### src/rtl/reg_unit.sv
// RV32I integer register file: two combinational read ports, one synchronous write port.
// x0 is hardwired to zero; asynchronous active-low reset clears every register.
module reg_unit #(
  parameter int unsigned XLEN  = 32,
  parameter int unsigned NREGS = 32,
  parameter int unsigned AW    = $clog2(NREGS)
) (
  input  logic            clk,
  input  logic            rst_n,
  input  logic            we,
  input  logic [AW-1:0]   rs1,
  input  logic [AW-1:0]   rs2,
  input  logic [AW-1:0]   rd,
  input  logic [XLEN-1:0] wd,
  output logic [XLEN-1:0] rd1,
  output logic [XLEN-1:0] rd2
);

  logic [XLEN-1:0] regs [NREGS];

  always_ff @(posedge clk or negedge rst_n) begin
    if (!rst_n) begin
      for (int unsigned i = 0; i < NREGS; i++) begin
        regs[i] <= '0;
      end
    end else if (we && (rd != '0)) begin
      regs[rd] <= wd;
    end
  end

  // No write-to-read bypass: reads see the pre-edge contents.
  always_comb begin
    rd1 = '0;
    rd2 = '0;
    if (rs1 != '0) rd1 = regs[rs1];
    if (rs2 != '0) rd2 = regs[rs2];
  end

endmodule

### config.mk
export PLATFORM = sky130hd
export DESIGN_NAME = reg_unit
export DESIGN_NICKNAME = d
export VERILOG_FILES = /design/src/rtl/reg_unit.sv
export SDC_FILE = /design/constraint.sdc
export NUM_CORES = 2
export LEC_CHECK = 0
export ABC_AREA = 0
export CORE_MARGIN = 2
export CORE_UTILIZATION = 55
export DETAILED_ROUTE_END_ITERATION = 16
export PLACE_DENSITY_LB_ADDON = 0.05
export SYNTH_ARGS = -nofsm -noshare
export SYNTH_HDL_FRONTEND = slang
export SYNTH_SLANG_ARGS = --single-unit
export TNS_END_PERCENT = 20
### constraint.sdc
create_clock -name clk -period 2.7 [get_ports clk]
set_input_delay 0.405 -clock clk [delete_from_list [all_inputs] [get_ports clk]]
set_output_delay 0.405 -clock clk [all_outputs]
set_load 0.01 [all_outputs]
==> flow_summary.toml <==
[detailed_routing]
vias = 37700
drt_iter0_markers = 4285
drt_wl_total_um = 191000
wire_per_inst_um = 36.1
viasPerCell = 7.11
antenna_left = 0
drcViolationCount = 0
drt_first_pass_iters = 6

[critical_path]
rrSetupSlack_ns = 1.78
start_kind = "flop"
criticalPathCategory = "reg2out"
cp_data_required_time_ns = 2.30
crit_arrival_ns = 2.44
cp-startpoint = "regs[993]$_DFFE_PN0P_"
slowest_stage = "mux4_2"
endpoint_kind = "output pin"
crit_chain = "mux4_2 > nor2b_4 > a211oi_4 > a311oi_2 > buf_2"
slowest_delay_ns = 0.48
crit_fanout = 3
worstReg2RegStart = "regs[872]$_DFFE_PN0P_"

[placement]
dp_hpwl_um = 122000
dp.cells = 5091
place_congestion = 0.897
placed_cell_area_sq_um = 60800
port_buffers = 113

[clocking]
cts.reportedPaths.clkPinSlew_ns = 0.06
clock_latency_ns = 0.71
cts_buffers = 111
cts-htree-levels = 3
cts_tree = "built"
clockBufferDepth = 3
clock_sinks = 1024
cts_root_buffer = "clkbuf_16"

[power_and_ir_drop]
power_frac_seq = 0.437
swShare = 0.278
intPower_mw = 33.9
combPwrFrac = 0.222
pwr-share-clk = 0.341
total_leakage_power_nw = 28.5
switching_power_mw = 13.1
irDropWorstVdd_uv = 637
p_per_area_nw_per_um2 = 715

[layout]
n_fill_cell = 6754
reg_top3 = "regs x1024"
layout-drive-gt1-share = 0.618
fin_nets = 3969
area_growth_syn_to_layout_pct = 20.9
layout_commonest_cell = "dfrtp_1"
final_cell_mix = "dfrtp_1, mux2_2, mux4_2, buf_4, buf_12"
largest-register = "regs"
largest_register_ffs = 1024
stdcell_area_sq_um = 65700
instances_no_fill = 5298

[die]
dieWidth_um = 318
die_area_sq_um = 101000
start_util = 0.554
fp.dieH_um = 318
num_rows = 115
io_pins = 114
core_area_sq_um = 98100

[global_routing]
grtUsageTotal = 0.380
grt-ovfl-total = 0
antenna_found_initial = 5
grt_pass1_vias = 39900
grt_start_max_net_pins = 107
grt_pass1_wl_um = 280000

[sta]
fin_worst_skew_ns = 0
timing.final.ws_setup_ns = -0.140
finalCritPeriodShare = 1.05
drv_slew = 0
rsz0062_at_grt = "true"
worst_pin_slew_ns = 1.17
finalHoldViolCount = 0
fmax_mhz = 352
setup_viol = 46
period_needed_ns = 2.84
timing.slew.headroom = 0.215

[yosys]
synth_cell_types = 34
ys_ff_latch = 1024
syn_inst = 3621
synth_fp_nets = 3671
syn_area_per_cell_sq_um = 15.0
ys.warnings.count = 0
seq_area_frac_synth = 0.471
syn_area_sq_um = 54400

[run_status]
violations = "negative setup slack"
outcome = "complete, but fails checks"

[min_path]
holdCritPathClass = "in2async"

[job]
drv_cap = 0
worst max-delay path, delay by kind of cell (launching register included):
| kind | cells | cell delay (ns) |
|---|---|---|
| compound gates | 2 | 0.44 |
| buf+inv | 1 | 0.25 |
| flops | 1 | 0.41 |
| mux | 1 | 0.48 |
| simple gates | 1 | 0.15 |
power groups by stage:
| stage | clock network [mW] | logic [mW] | registers, mW |
|---|---|---|---|
| after global routing | 16.8 | 11.0 | 20.9 |
| after detailed placement | 0 | 9.88 | 20.7 |
| final | 16.0 | 10.4 | 20.6 |
| after global placement | 0 | 9.59 | 20.3 |
| after CTS | 16.2 | 10.3 | 20.4 |
| after floorplan | 0 | 6.80 | 19.8 |
Yosys cell counts (all sizes together):
master	instances	share of area
a311oi	64	0.010
buf	210	0.021
nand2b	5	0.00058
clkbuf	222	0.015
nor3	3	0.00028
nand4	1	0.00012
inv	2	0.00014
and2	2	0.00023
a22oi	64	0.0088
nor4	1	0.00023
mux2	1056	0.22
a211oi	64	0.0088
dfrtp	1024	0.47
a221oi	46	0.0074
mux2i	128	0.024
or4	2	0.00028
nor3b	2	0.00028
o2111ai	18	0.0029
and3	1	0.00012
nor2b	71	0.0082
or2	2	0.00023
nand4b	3	0.00048
mux4	448	0.19
o21ai	110	0.010
or3	3	0.00035
nor2	19	0.0013
nand2	49	0.0034
nand3	1	0.000092
cell families (layout without fill, tap and decap cells):
logic type / Yosys count / in the layout / share of synthesized area
flops: 1024 / 1024 / 0.471
other cells: 0 / 1 / 0
compound gates: 366 / 366 / 0.0484
simple gates: 165 / 165 / 0.0161
mux: 1632 / 1632 / 0.428
buf+inv: 434 / 823 / 0.0361
final cells by class:
cell class                      instances  area, sq um  share of cell area
Multi-Input combinational cell       2163        28100               0.428
Sequential cell                      1024        25600               0.390
Timing Repair Buffer                  617         6500              0.0988
Clock buffer                          162         3330              0.0507
Tap cell                             1287         1610              0.0245
Clock inverter                         42          502             0.00763
Inverter                                2         10.0            0.000152
Antenna cell                            1         2.50           0.0000381
what timing repair did:
action,in CTS,in global routing
setup endpoints to repair,64,63
gates cloned,2,0
endpoints found under the hold margin,26,0
pin swaps,61,21
setup buffers,14,9
hold buffers,1,0
gates resized for setup,516,73
per-stage QoR:
step	utilization	TNS, ns	hold slack (ns)	total power, mW	setup WS, ns
floorplan	-	0	0.109	26.6	0.447
global placement	0.620	-28.26	0.377	29.9	-0.664
detailed placement	0.620	-28.29	0.384	30.6	-0.668
CTS	0.667	-4.27	0.262	46.8	-0.140
global route	0.670	-6.21	0.277	48.7	-0.189
finish	0.670	-2.84	0.279	47.0	-0.140
routing by layer:
| metal | part of all wire | GRT usage | vias to the layer above | wire length (um) |
|---|---|---|---|---|
| met1 | 0.40 | 0.521 | 20400 | 75700 |
| li1 | - | - | 14700 | - |
| met4 | 0.050 | 0.173 | 8 | 9460 |
| met5 | 0.00025 | 0 | - | 47 |
| met2 | 0.46 | 0.579 | 2080 | 88000 |
| met3 | 0.094 | 0.0927 | 539 | 18000 |
path summary, 6_finish.rpt:
check	endpoint	cells after the start
hold / removal	regs[244]$_DFFE_PN0P_	2
setup reg to reg	regs[872]$_DFFE_PN0P_	2
hold reg to reg	regs[1003]$_DFFE_PN0P_	0
max in group asynchronous	regs[415]$_DFFE_PN0P_	3
setup / recovery	rd2[1]	5
min in group clk	regs[1003]$_DFFE_PN0P_	0
Power figures use the tool's default switching activity.
